--- config.mk ---
export PLATFORM = sky130hd
export DESIGN_NAME = operand_entry
export DESIGN_NICKNAME = d
export VERILOG_FILES = /design/src/rtl/operand_entry.sv
export SDC_FILE = /design/constraint.sdc
export NUM_CORES = 1
export LEC_CHECK = 0
export ABC_AREA = 1
export CAP_MARGIN = 20
export CORE_ASPECT_RATIO = 0.7
export CORE_UTILIZATION = 63
export DETAILED_ROUTE_END_ITERATION = 10
export DONT_BUFFER_PORTS = 1
export PLACE_DENSITY = 0.84
export SETUP_SLACK_MARGIN = 0.02
export SYNTH_ARGS = -nofsm -noshare
export SYNTH_HDL_FRONTEND = slang
export SYNTH_SLANG_ARGS = --single-unit
--- constraint.sdc ---
create_clock -name MAX10_CLK1_50 -period 2.6 [get_ports MAX10_CLK1_50]
set_input_delay 0.52 -clock MAX10_CLK1_50 [delete_from_list [all_inputs] [get_ports MAX10_CLK1_50]]
set_output_delay 0.52 -clock MAX10_CLK1_50 [all_outputs]
set_load 0.01 [all_outputs]
--- src/rtl/operand_entry.sv ---
// Operand-entry stage for the 4-bit comparator: debounced KEY[0]/KEY[1]
// stage and clear two operands; registered, glitch-free outputs.
module operand_entry #(
    parameter int DB_CYCLES = 500000,
    parameter int WIDTH     = 4
) (
    input  logic             MAX10_CLK1_50,
    input  logic             rst,
    input  logic [9:0]       SW,
    input  logic [1:0]       KEY,
    output logic [WIDTH-1:0] op_a,
    output logic [WIDTH-1:0] op_b,
    output logic             twos,
    output logic             ready,
    output logic             cmp_valid,
    output logic [1:0]       LEDR
);

    localparam int CW = $clog2(DB_CYCLES) + 1;
    localparam logic [CW-1:0] CNT_MAX = CW'(DB_CYCLES - 1);

    typedef enum logic [1:0] {
        IDLE     = 2'b00,
        A_LOADED = 2'b01,
        READY    = 2'b10,
        UNUSED   = 2'b11
    } state_t;

    logic          clk;
    logic [1:0]    key_s1_q, key_s2_q;
    logic [1:0]    db_q, db_d, db_prev_q;
    logic [CW-1:0] cnt_q [2];
    logic [CW-1:0] cnt_d [2];
    logic [1:0]    press;
    logic [9:0]    sw_s1_q, sw_s2_q;
    logic          unused_sw;

    state_t          state_q, state_d;
    logic [WIDTH-1:0] op_a_q, op_a_d, op_b_q, op_b_d;
    logic            twos_q, twos_d, cmp_q, cmp_d;

    assign clk       = MAX10_CLK1_50;
    assign unused_sw = ^sw_s2_q[7:WIDTH];

    // Synchronise raw KEY and SW; keys idle high (released)
    always_ff @(posedge clk or posedge rst) begin
        if (rst) begin
            key_s1_q <= 2'b11;
            key_s2_q <= 2'b11;
            sw_s1_q  <= '0;
            sw_s2_q  <= '0;
        end else begin
            key_s1_q <= KEY;
            key_s2_q <= key_s1_q;
            sw_s1_q  <= SW;
            sw_s2_q  <= sw_s1_q;
        end
    end

    // Debounce: a differing level must persist DB_CYCLES clocks to be taken
    always_comb begin
        for (int i = 0; i < 2; i++) begin
            cnt_d[i] = cnt_q[i];
            db_d[i]  = db_q[i];
            if (key_s2_q[i] == db_q[i]) begin
                cnt_d[i] = '0;
            end else if (cnt_q[i] == CNT_MAX) begin
                db_d[i]  = key_s2_q[i];
                cnt_d[i] = '0;
            end else begin
                cnt_d[i] = cnt_q[i] + 1'b1;
            end
        end
    end

    // Debounce state and previous debounced level for edge detect
    always_ff @(posedge clk or posedge rst) begin
        if (rst) begin
            for (int i = 0; i < 2; i++) begin
                cnt_q[i] <= '0;
            end
            db_q      <= 2'b11;
            db_prev_q <= 2'b11;
        end else begin
            for (int i = 0; i < 2; i++) begin
                cnt_q[i] <= cnt_d[i];
            end
            db_q      <= db_d;
            db_prev_q <= db_q;
        end
    end

    // Press is the released-to-pressed edge of the debounced level
    assign press = db_prev_q & ~db_q;

    // Next state and operand captures; clear beats enter
    always_comb begin
        state_d = state_q;
        op_a_d  = op_a_q;
        op_b_d  = op_b_q;
        twos_d  = twos_q;
        if (press[1]) begin
            state_d = IDLE;
            op_a_d  = '0;
            op_b_d  = '0;
            twos_d  = 1'b0;
        end else begin
            case (state_q)
                IDLE: begin
                    if (press[0]) begin
                        op_a_d  = sw_s2_q[WIDTH-1:0];
                        state_d = A_LOADED;
                    end
                end
                A_LOADED: begin
                    if (press[0]) begin
                        op_b_d  = sw_s2_q[WIDTH-1:0];
                        twos_d  = (sw_s2_q[9:8] == 2'b11);
                        state_d = READY;
                    end
                end
                READY: begin
                    if (press[0]) begin
                        op_a_d  = sw_s2_q[WIDTH-1:0];
                        state_d = A_LOADED;
                    end
                end
                default: state_d = IDLE;
            endcase
        end
        cmp_d = (state_d == READY) && (state_q != READY);
    end

    // State and output registers
    always_ff @(posedge clk or posedge rst) begin
        if (rst) begin
            state_q <= IDLE;
            op_a_q  <= '0;
            op_b_q  <= '0;
            twos_q  <= 1'b0;
            cmp_q   <= 1'b0;
        end else begin
            state_q <= state_d;
            op_a_q  <= op_a_d;
            op_b_q  <= op_b_d;
            twos_q  <= twos_d;
            cmp_q   <= cmp_d;
        end
    end

    assign op_a      = op_a_q;
    assign op_b      = op_b_q;
    assign twos      = twos_q;
    assign ready     = (state_q == READY);
    assign cmp_valid = cmp_q;
    assign LEDR      = state_q;

endmodule
# --- Yosys cells after proc, flatten, opt, wreduce, memory -nomap -nowiden ---
# Index checks and enable logic that the tools add are counted.
totals:
  ff_bits: 80
  in_bits: 14
  out_inout_bits: 13
  word_cells: 55
op_classes:
  addsub: 2
  eq_ne: 9
  muxes: 16
  n_bitwise: 4
  reduce_logical: 10
ops:
  columns: ["operator", "n"]
  rows:
  - ["$mux 20", 4]
  - ["$add 20x1->20 const B", 2]
  - ["$eq 20x19->1 const B", 2]
  - ["$mux 4", 5]
  - ["$reduce_and 2->1", 4]
  - ["$eq 2x2->1 const B", 3]
  - ["$mux 2", 3]
  - ["$reduce_bool 2->1", 3]
  - ["$pmux 2 s2", 1]
  - ["$mux 1", 3]
  - ["$and 2x2->2", 1]
  - ["$eq 1x1->1", 2]
  - ["$eq 2x1->1 const B", 1]
  - ["$logic_not 2->1", 1]
  - ["$ne 2x2->1 const B", 1]
  - ["$not 1->1", 2]
  - ["$not 2->2", 1]
  - ["$reduce_or 2->1", 1]
  - ["$logic_and 1x1->1", 1]

# --- Depth between registers and ports, before layout ---
# Gate-level depths: netlist of the first run.
depth:
  depth_word: 7
  depth_mapped: 9
  depth_no_buf: 9

# --- Least setup slack after synthesis of the first run ---
# No wires, ideal clock.
synth_timing:
  kind: "register -> register"
  from: "reg db_prev_q[1]"
  to: "reg op_a_q[2] (netlist: op_a[2])"
  setup_time_ps: 135
  t_arrival_ps: 1100
  required_time_ps: 2465
  path_slack_ps: 1365
  stages_incl_launch_ff: 6
  path_buffers: 0
  period_less_slack_ps: 1235
  cell_sequence: "dfstp_2 -> inv_1 -> nor2_1 -> clkinv_1 -> o21ai_0 -> o21ai_0"
synth_between:
  elab_chain_len: 3
  elab_cells_between_ends: 5
  classes_between: "mux (1); bitwise (1); reduce/logical (3)"
synth_lines:
  columns: ["item", "line_no", "rtl"]
  rows:
  - ["start: declaration", "31", "logic [1:0] db_q, db_d, db_prev_q;"]
  - ["start signal: assignment", "89", "db_prev_q <= db_q;"]
  - ["$and 2x2->2 *", "94", "assign press = db_prev_q & ~db_q;"]
  - ["$reduce_bool 2->1 (no line)", null, null]
  - ["$reduce_and 2->1 (no line)", null, null]
  - ["end signal: assignment", "144", "op_a_q <= op_a_d;"]
  - ["end: declaration", "39", "logic [WIDTH-1:0] op_a_q, op_a_d, op_b_q, op_b_d;"]
# Every way passes the cells marked *; elsewhere a longest branch is shown, timed or not.
# A chain may end at the register's enable or synchronous reset.

==> results.json, run 1 <==
{
  "die_y_um": 64.04,
  "ios": 27,
  "postCtsResizedCells": 0,
  "maxCapViolCount": 0,
  "grt_antenna_before_repair": 0,
  "cts.sinks": 72,
  "multi_input_area_um2": 1474,
  "die-width_um": 90.62,
  "synth_area_um2": 3463,
  "grt_max_degree": 55,
  "period_needed_ps": 1615,
  "fin_nets": 433,
  "syn_inst": 406,
  "cts_tree": "yes",
  "postSynthAreaPerCell_um2": 8.530,
  "hpwl_um": 4813,
  "drive_gt1_frac": 0.1564,
  "synthTopCellsByArea": "dfrtp_1 46%, nor2_1 10%, nand2_1 8.0%, dfstp_2 6.1%, inv_1 4.3%",
  "holdBufCountCts": 0,
  "netlist_top_cells_count": "94 x nor2_1, 74 x nand2_1, 64 x dfrtp_1",
  "initial_core_util": 0.6587,
  "grt_overflow_total": 0,
  "ir_drop_v": 0.0003303,
  "port_buffers": 0,
  "grt_pass1_wl_um": 11180,
  "grtUsageTotal": 0.2527,
  "setup_tns_ps": 0,
  "max_freq_mhz": 619.0,
  "worstMarginPinSlew_ps": 485.0,
  "setup_viol": 0,
  "total_power_mw": 1.983,
  "core_area_um2": 5258,
  "cts_setup_buffers": 0,
  "worst-r2r-setup-slack_ps": 980,
  "ff_latch_area_um2": 1812,
  "fin_util": 0.7113,
  "drtAntennaViolNets": 0,
  "dieArea_um2": 5803,
  "clockRootBuffer": "clkbuf_8",
  "synth_edf_count": 0,
  "finalClockSkew_ps": 8.838,
  "clkSlewWorstSetupHoldPaths_ps": 80,
  "wl_um": 6624,
  "cts_buffer_depth": 2,
  "hold_viol": 0,
  "yosys.area.top_type": "dfrtp_1",
  "cp_data_required_time_ps": 2860,
  "clock_latency_ps": 350,
  "wl_per_cell_um": 13.41,
  "rsz0062_at_grt": "no",
  "startpoint_type": "flip-flop",
  "vias_per_cell": 5.271,
  "synth.net_count": 422,
  "numCtsBuffers": 9,
  "rr_worst_depth": 3,
  "worst_slew_margin_rel": 0.6732,
  "async_flop_share": 1.000,
  "drt_iter0_markers": 241,
  "outcome": "finished, final reports clean",
  "synth-seq-area-share": 0.5231,
  "timing.final.crit_share": 0.6213,
  "gp_congestion": 0.9345,
  "pwr_density_cell_nw_per_um2": 530.2,
  "n_antenna_cell": 0,
  "hold_class": "primary input to asynchronous set/reset pin",
  "worst-path-max-fanout": 11,
  "grt_pass1_vias": 2465,
  "first_pass_iters": 5,
  "crit_type": "flip-flop to flip-flop",
  "ys_warn_count": 0,
  "drc": 0,
  "power_leakage_nw": 1.599,
  "worstSetupEndpointType": "flip-flop",
  "synth_seq_cells": 72,
  "synth_top_area_frac": 0.4624,
  "num_rows": 22,
  "cts_max_level": 3,
  "synth_flop_cell": "dfrtp_1",
  "dr_total_vias": 2604,
  "crit_arrival_ps": 1880,
  "area_growth_pct": 7.984,
  "finalMaxSlewViolations": 0,
  "fill_cells": 402,
  "yosys.cell_types.count": 30,
  "yosysMostFrequentCell": "nor2_1"
}
registers in the layout, indices dropped and copies added, names as in the netlist:
name       cells
LEDR           2
key_s1_q       2
cnt_q         40
op_b           4
sw_s2_q        6
cmp_valid      1
key_s2_q       2
op_a           4
db_q           2
sw_s1_q        6
db_prev_q      2
twos           1
layout by cell type, fill, tap and decap left out, types with 2 or more instances in the layout:
cell,instances
nor2_1,94
nand2_1,74
dfrtp_1,64
inv_1,39
nand3_1,29
nor2_4,13
nand2_2,12
xnor2_1,10
o21ai_0,9
clkbuf_8,9
xor2_1,8
dfstp_2,8
inv_2,6
nor2_2,5
a21oi_1,5
o22ai_1,4
o21ai_1,4
and2_1,3
nand2_4,2
nor3_1,2
nor3_2,2
nor3b_1,2
nand4_1,2
ha_1,2
clkinv_2,2
clkinv_4,2
worst max-delay path, stage by stage (launching register included):
cell and delay [ps]:
dfstp_2 550, xor2_1 410, inv_1 330, nor3b_1 240
path summary, 6_finish.rpt:
check | startpoint | endpoint
min in group MAX10_CLK1_50 | KEY[1] | key_s1_q[1]$_DFF_PP1_
worst max register to register | db_q[0]$_DFFE_PP1P_ | cnt_q[22]$_DFF_PP0_
worst max-delay path | db_q[0]$_DFFE_PP1P_ | cnt_q[22]$_DFF_PP0_
max in group asynchronous | rst | key_s1_q[0]$_DFF_PP1_
worst min register to register | sw_s1_q[0]$_DFF_PP0_ | sw_s2_q[0]$_DFF_PP0_
worst min-delay path | rst | op_a[3]$_DFFE_PP0P_
logic make-up after synthesis:
| kind of cell | count (synthesis) | share of synthesized area |
|---|---|---|
| AO/OA/AOI/OAI | 24 | 0.03757 |
| XOR/XNOR | 19 | 0.05022 |
| adder cells (fa/ha/maj) | 2 | 0.007224 |
| buffers and inverters | 47 | 0.05130 |
| flip-flops | 72 | 0.5231 |
| AND/OR/NAND/NOR | 242 | 0.3306 |
cell type report:
class | instances | area share
Sequential cell | 72 | 0.4844
Multi-Input combinational cell | 287 | 0.3941
Inverter | 46 | 0.04617
Clock buffer | 10 | 0.03412
Tap cell | 72 | 0.02409
Clock inverter | 6 | 0.01171
Timing Repair Buffer | 1 | 0.005353
power by group:
part	internal, mW	switching [mW]
combinational	0.0136	0.0459
sequential	1.14	0.00989
clock	0.349	0.422
metal layers:
metal  GRT usage  vias up  share of wire
met5           0        -              0
met3     0.07976        6          0.077
li1            -     1285              -
met1      0.3615     1223           0.49
met2      0.3646       90           0.43
met4     0.08669        0         0.0095
stage by stage:
stage	cell area, um2	setup slack, ps	instances	hold WS, ps
global placement	3568	1038	478	334.2
CTS	3740	980.5	494	42.63
detailed placement	3568	1000	478	337.9
floorplan	3463	268.3	406	331.2
global route	3740	828.3	494	55.86
finish	3740	984.5	494	41.85
(Power assumes the default switching activity.)
==> run 2: changes to the inputs <==
==> constraint.sdc (replaced) <==
create_clock -name MAX10_CLK1_50 -period 1.5 [get_ports MAX10_CLK1_50]
set_input_delay 0.3 -clock MAX10_CLK1_50 [delete_from_list [all_inputs] [get_ports MAX10_CLK1_50]]
set_output_delay 0.3 -clock MAX10_CLK1_50 [all_outputs]
set_load 0.01 [all_outputs]
==> run 2 against run 1 <==
Compared with the run above:
- first-iteration DRC count increased by 3.7%
- sequential share of layout area fell by 3.1 points
- wire length rose by 17%
- worst hold slack gained 310 ps
- largest cell class unchanged
==> results.json, run 2 (same netlist as run 1, synthesis figures left out) <==
{
  "clockRootBuffer": "clkbuf_8",
  "outcome": "finished, final reports clean",
  "largest_register": "cnt_q",
  "numCtsBuffers": 9,
  "port_buffers": 0,
  "rsz0062_at_grt": "no",
  "grt_pass1_wl_um": 12990,
  "post-place-cells": 485,
  "power_frac_comb": 0.037,
  "drtAntennaViolNets": 0,
  "cts.sinks": 72,
  "finalClockSkew_ps": 9.968,
  "worstMarginPinSlew_ps": 495.8,
  "core_area_um2": 5258,
  "worst_slew_margin_rel": 0.6688,
  "num_rows": 22,
  "worst-path-max-fanout": 7,
  "area_growth_pct": 15.39,
  "maxCapViolCount": 0,
  "wl_um": 7750,
  "setup_tns_ps": 0,
  "grt_pass1_vias": 2718,
  "fin_area_um2": 3996,
  "hpwl_um": 5322,
  "die-width_um": 90.62,
  "grt_max_degree": 25,
  "p_seq_frac": 0.503,
  "ios": 27,
  "grt_antenna_before_repair": 0,
  "stdcell_count": 511,
  "min_path_cells": 0,
  "first_pass_iters": 5,
  "startpoint_type": "flip-flop",
  "crit_arrival_ps": 1670,
  "hold_viol": 0,
  "grtUsageTotal": 0.2953,
  "drc": 0,
  "fin_nets": 450,
  "max_freq_mhz": 696.2,
  "grt_overflow_total": 0,
  "hold_start": "sw_s1_q[1]$_DFF_PP0_",
  "min_to": "sw_s2_q[1]$_DFF_PP0_",
  "rr_worst_depth": 6,
  "p_sw_mw": 0.8289,
  "wl_per_cell_um": 15.17,
  "crit_type": "flip-flop to flip-flop",
  "vias_per_cell": 5.450,
  "timing.final.crit_share": 0.9576,
  "fin_util": 0.7601,
  "cts_tree": "yes",
  "cts_max_level": 3,
  "cp_data_required_time_ps": 1730,
  "dpl-instance-area_um2": 3637,
  "cts_buffer_depth": 2,
  "pwr_density_cell_nw_per_um2": 993.4,
  "p_clk_frac": 0.460,
  "final_common_cell": "nor2_1",
  "gp_congestion": 0.9565,
  "power_leakage_nw": 1.716,
  "period_needed_ps": 1436,
  "die_y_um": 64.04,
  "drt_iter0_markers": 250,
  "finalMaxSlewViolations": 0,
  "setup_viol": 0,
  "p_int_mw": 3.141,
  "hold_class": "flip-flop to flip-flop",
  "largest_reg_flops": 40,
  "ir_drop_v": 0.0005423,
  "clkSlewWorstSetupHoldPaths_ps": 70,
  "reg_top3": "cnt_q: 40 flops, sw_s1_q: 6 flops, sw_s2_q: 6 flops",
  "r2r_start": "cnt_q[0]$_DFF_PP0_",
  "drive_gt1_frac": 0.1822,
  "final_cell_mix": "92 x nor2_1, 74 x nand2_1, 64 x dfrtp_1, 36 x inv_1, 28 x nand3_1",
  "initial_core_util": 0.6587,
  "dieArea_um2": 5803,
  "worst-r2r-setup-slack_ps": 60,
  "clock_latency_ps": 350,
  "netSwitchingFraction": 0.2088,
  "dr_total_vias": 2785,
  "n_antenna_cell": 0,
  "r2r_end": "cnt_q[18]$_DFF_PP0_",
  "worstSetupEndpointType": "flip-flop",
  "holdWs_ps": 350.2
}
run 2: worst max-delay path, stage by stage, from the launching register on:
cell     delay, ps
dfrtp_1        370
ha_1           210
nand2_1        130
nor2_2         180
nand3_2        210
nand2_4        160
a21oi_1         50
run 2: power by group through the flow:
stage	Sequential (mW)	Combinational (mW)	Clock [mW]
after floorplan	2.03	0.0772	0
after global placement	2.03	0.115	0
after detailed placement	2.03	0.123	0
after CTS	2.00	0.145	1.84
after global routing	2.00	0.165	1.92
final	2.00	0.147	1.83
run 2: layer usage:
metal  GRT usage  vias to the layer above  wire (um)  share of wire
li1            -                     1316          -              -
met1      0.3941                     1296       3421           0.44
met4     0.09274                        0        195          0.025
met2      0.4688                      150       3460           0.45
met3     0.08690                       23        672          0.087
met5           0                        -          0              0
run 2: through the flow:
step	setup slack, ps	power (mW)
finish	63.61	3.970
global route	13.78	4.085
CTS	36.28	3.987
detailed placement	7.160	2.158
global placement	117.8	2.147
floorplan	264.7	2.107
run 2: how the worst max path moves through the flow:
stage | cells after the start | startpoint | end | slack [ps]
final | 6 | cnt_q[0]$_DFF_PP0_ | cnt_q[18]$_DFF_PP0_ | 60
after global routing | 6 | cnt_q[0]$_DFF_PP0_ | cnt_q[18]$_DFF_PP0_ | 10
after CTS | 6 | cnt_q[0]$_DFF_PP0_ | cnt_q[18]$_DFF_PP0_ | 40
after detailed placement | 6 | cnt_q[0]$_DFF_PP0_ | cnt_q[18]$_DFF_PP0_ | 7
after global placement | 6 | cnt_q[20]$_DFF_PP0_ | cnt_q[25]$_DFF_PP0_ | 120
after floorplan | 5 | db_prev_q[1]$_DFF_PP1_ | op_a[2]$_DFFE_PP0P_ | 260
run 2: layout make-up:
type | count | area, um2
sequential | 72 | 1812
multi-input combinational | 287 | 1498
fill | 340 | 1261
timing repair buffer | 18 | 182.7
inverter | 46 | 176.4
clock buffer | 11 | 131.4
clock inverter | 5 | 106.4
tap | 72 | 90.09
run 2: repair_timing:
item,CTS,global route
hold buffers,9,0
endpoints found under the setup margin,6,27
hold endpoints to repair,25,0
gates resized for setup,2,8
setup buffers,0,1
pin swaps,1,0
==> run 3: changes to the inputs <==
--- a/config.mk
+++ b/config.mk
@@ -11,6 +11,7 @@
 export CORE_UTILIZATION = 63
 export DETAILED_ROUTE_END_ITERATION = 10
 export DONT_BUFFER_PORTS = 1
+export MAX_ROUTING_LAYER = met4
 export PLACE_DENSITY = 0.84
 export SETUP_SLACK_MARGIN = 0.02
 export SYNTH_ARGS = -nofsm -noshare
==> run 3 against run 2 <==
Compared with the run above:
- flip-flop and latch count stayed put
- clock skew grew 3.2 ps
- design area is 0.19% lower
- non-clock buffer count did not move
- global-route usage is 0.88 points lower
- critical path depth down 3
- wire length is 6.3% lower
- cell count unchanged
- sequential share of layout area rose by 0.085 points
- die area unchanged
- largest power group unchanged
- clock power fell by 13%
- power decreased by 6.0%
==> results.json, run 3 (same netlist as run 1, synthesis figures left out) <==
{
  "reg_top3": "cnt_q: 40 flops, sw_s1_q: 6 flops, sw_s2_q: 6 flops",
  "final_cell_mix": "92 x nor2_1, 74 x nand2_1, 64 x dfrtp_1, 38 x inv_1, 27 x nand3_1",
  "worstSetupEndpointType": "flip-flop",
  "crit_arrival_ps": 1620,
  "maxCapViolCount": 0,
  "cts_tree": "yes",
  "worstMarginPinSlew_ps": 474.7,
  "grtUsageTotal": 0.2865,
  "setup_slack_ps": 124.7,
  "ir_drop_v": 0.0006966,
  "core_area_um2": 5258,
  "worst-r2r-setup-slack_ps": 120,
  "numCtsBuffers": 9,
  "dieArea_um2": 5803,
  "power_leakage_nw": 1.710,
  "cp-startpoint": "db_q[0]$_DFFE_PP1P_",
  "initial_core_util": 0.6587,
  "grt_pass1_vias": 2663,
  "grt_use_met3": 0.08095,
  "port_buffers": 0,
  "clockRootBuffer": "clkbuf_8",
  "largest_reg_flops": 40,
  "die-width_um": 90.62,
  "drc": 0,
  "die_y_um": 64.04,
  "grtUsageMet1": 0.3925,
  "startpoint_type": "flip-flop",
  "gp_congestion": 0.9837,
  "area_growth_pct": 15.17,
  "vias_per_cell": 5.327,
  "grt_antenna_before_repair": 0,
  "outcome": "finished, final reports clean",
  "rsz0062_at_grt": "no",
  "timing.final.crit_share": 0.9169,
  "busiest_layer": "met2",
  "met2_usage": 0.4091,
  "cts_buffer_depth": 2,
  "grt_overflow_total": 0,
  "clock_latency_ps": 360,
  "final_common_cell": "nor2_1",
  "wl_per_cell_um": 14.22,
  "worst_slew_margin_rel": 0.6829,
  "r2r_end": "cnt_q[22]$_DFF_PP0_",
  "dr_total_vias": 2722,
  "hold_class": "flip-flop to flip-flop",
  "period_needed_ps": 1375,
  "cts.sinks": 72,
  "max_freq_mhz": 727.1,
  "cp_data_required_time_ps": 1750,
  "pwr_density_cell_nw_per_um2": 935.9,
  "clkSlewWorstSetupHoldPaths_ps": 70,
  "r2r_start": "db_q[0]$_DFFE_PP1P_",
  "worst-path-max-fanout": 11,
  "largest_register": "cnt_q",
  "setup_tns_ps": 0,
  "grt_pass1_wl_um": 12280,
  "rr_worst_depth": 3,
  "dp_slack_ps": 61.20,
  "drive_gt1_frac": 0.1891,
  "wl_um": 7265,
  "num_rows": 22,
  "fill_cells": 345,
  "crit_end": "cnt_q[22]$_DFF_PP0_",
  "ios": 27,
  "hold_viol": 0,
  "cts_max_level": 3,
  "drt_iter0_markers": 183,
  "drtAntennaViolNets": 0,
  "grt_max_degree": 26,
  "finalMaxSlewViolations": 0,
  "finalClockSkew_ps": 13.13,
  "hpwl_um": 5252,
  "n_antenna_cell": 0,
  "fin_nets": 450,
  "setup_viol": 0,
  "first_pass_iters": 5,
  "crit_type": "flip-flop to flip-flop"
}
run 3: cell count changes in the layout (fill, tap and decap cells not counted), sizes merged:
cell / change
bufinv: -2
inv: +2
clkbuf: +1
clkinvlp: -1
run 3: layer usage:
layer | wire (um) | part of all wire
met1 | 3343 | 0.46
met5 | 0 | 0
met2 | 3331 | 0.46
met4 | 106 | 0.015
met3 | 483 | 0.066
run 3: critical path: stages (launching register included):
cell and delay (ps):
dfstp_2 560, xor2_1 200, inv_1 240, nor3b_1 270
run 3: what timing repair did:
item	in CTS	in global routing
endpoints found under the hold margin	25	0
gates resized for setup	0	14
hold buffers	9	0
buffers inserted	0	3
setup endpoints to repair	0	26
run 3: layout make-up:
class | count | area [um2] | share of cell area
multi-input cells | 287 | 1520 | 0.3811
inverters | 46 | 176.4 | 0.04423
clock buffers | 12 | 155.1 | 0.03890
flip-flops and latches | 72 | 1812 | 0.4542
clock inverters | 4 | 52.55 | 0.01317
well taps | 72 | 90.09 | 0.02258
repair buffers | 18 | 182.7 | 0.04580
run 3: how the worst min path moves through the flow:
stage,start,to,slack (ps),cells past startpoint
3_5_place_dp,rst,cnt_q[2]$_DFF_PP0_,210,1
4_1_cts,sw_s1_q[1]$_DFF_PP0_,sw_s2_q[1]$_DFF_PP0_,350,0
2_1_floorplan,KEY[0],key_s1_q[0]$_DFF_PP1_,300,0
3_3_place_gp,rst,sw_s2_q[9]$_DFF_PP0_,210,1
5_1_grt,key_s1_q[0]$_DFF_PP1_,key_s2_q[0]$_DFF_PP1_,360,0
6_report,sw_s1_q[1]$_DFF_PP0_,sw_s2_q[1]$_DFF_PP0_,350,0
run 3: power breakdown:
group | total (mW) | switching (mW) | internal [mW]
clock | 1.59 | 0.722 | 0.865
sequential | 2.00 | 0.0183 | 1.98
combinational | 0.149 | 0.0929 | 0.0558
run 3: through the flow:
stage / hold WS, ps / instance area (um2) / power (mW) / std cells / utilization
after floorplan: 304.5 / 3467 / 2.107 / 406 / -
after global placement: 207.2 / 3622 / 2.148 / 483 / 0.6890
after detailed placement: 212.7 / 3622 / 2.155 / 483 / 0.6890
after CTS: 352.5 / 3920 / 3.746 / 508 / 0.7456
after global routing: 358.0 / 3989 / 3.867 / 511 / 0.7587
final: 352.9 / 3989 / 3.733 / 511 / 0.7587
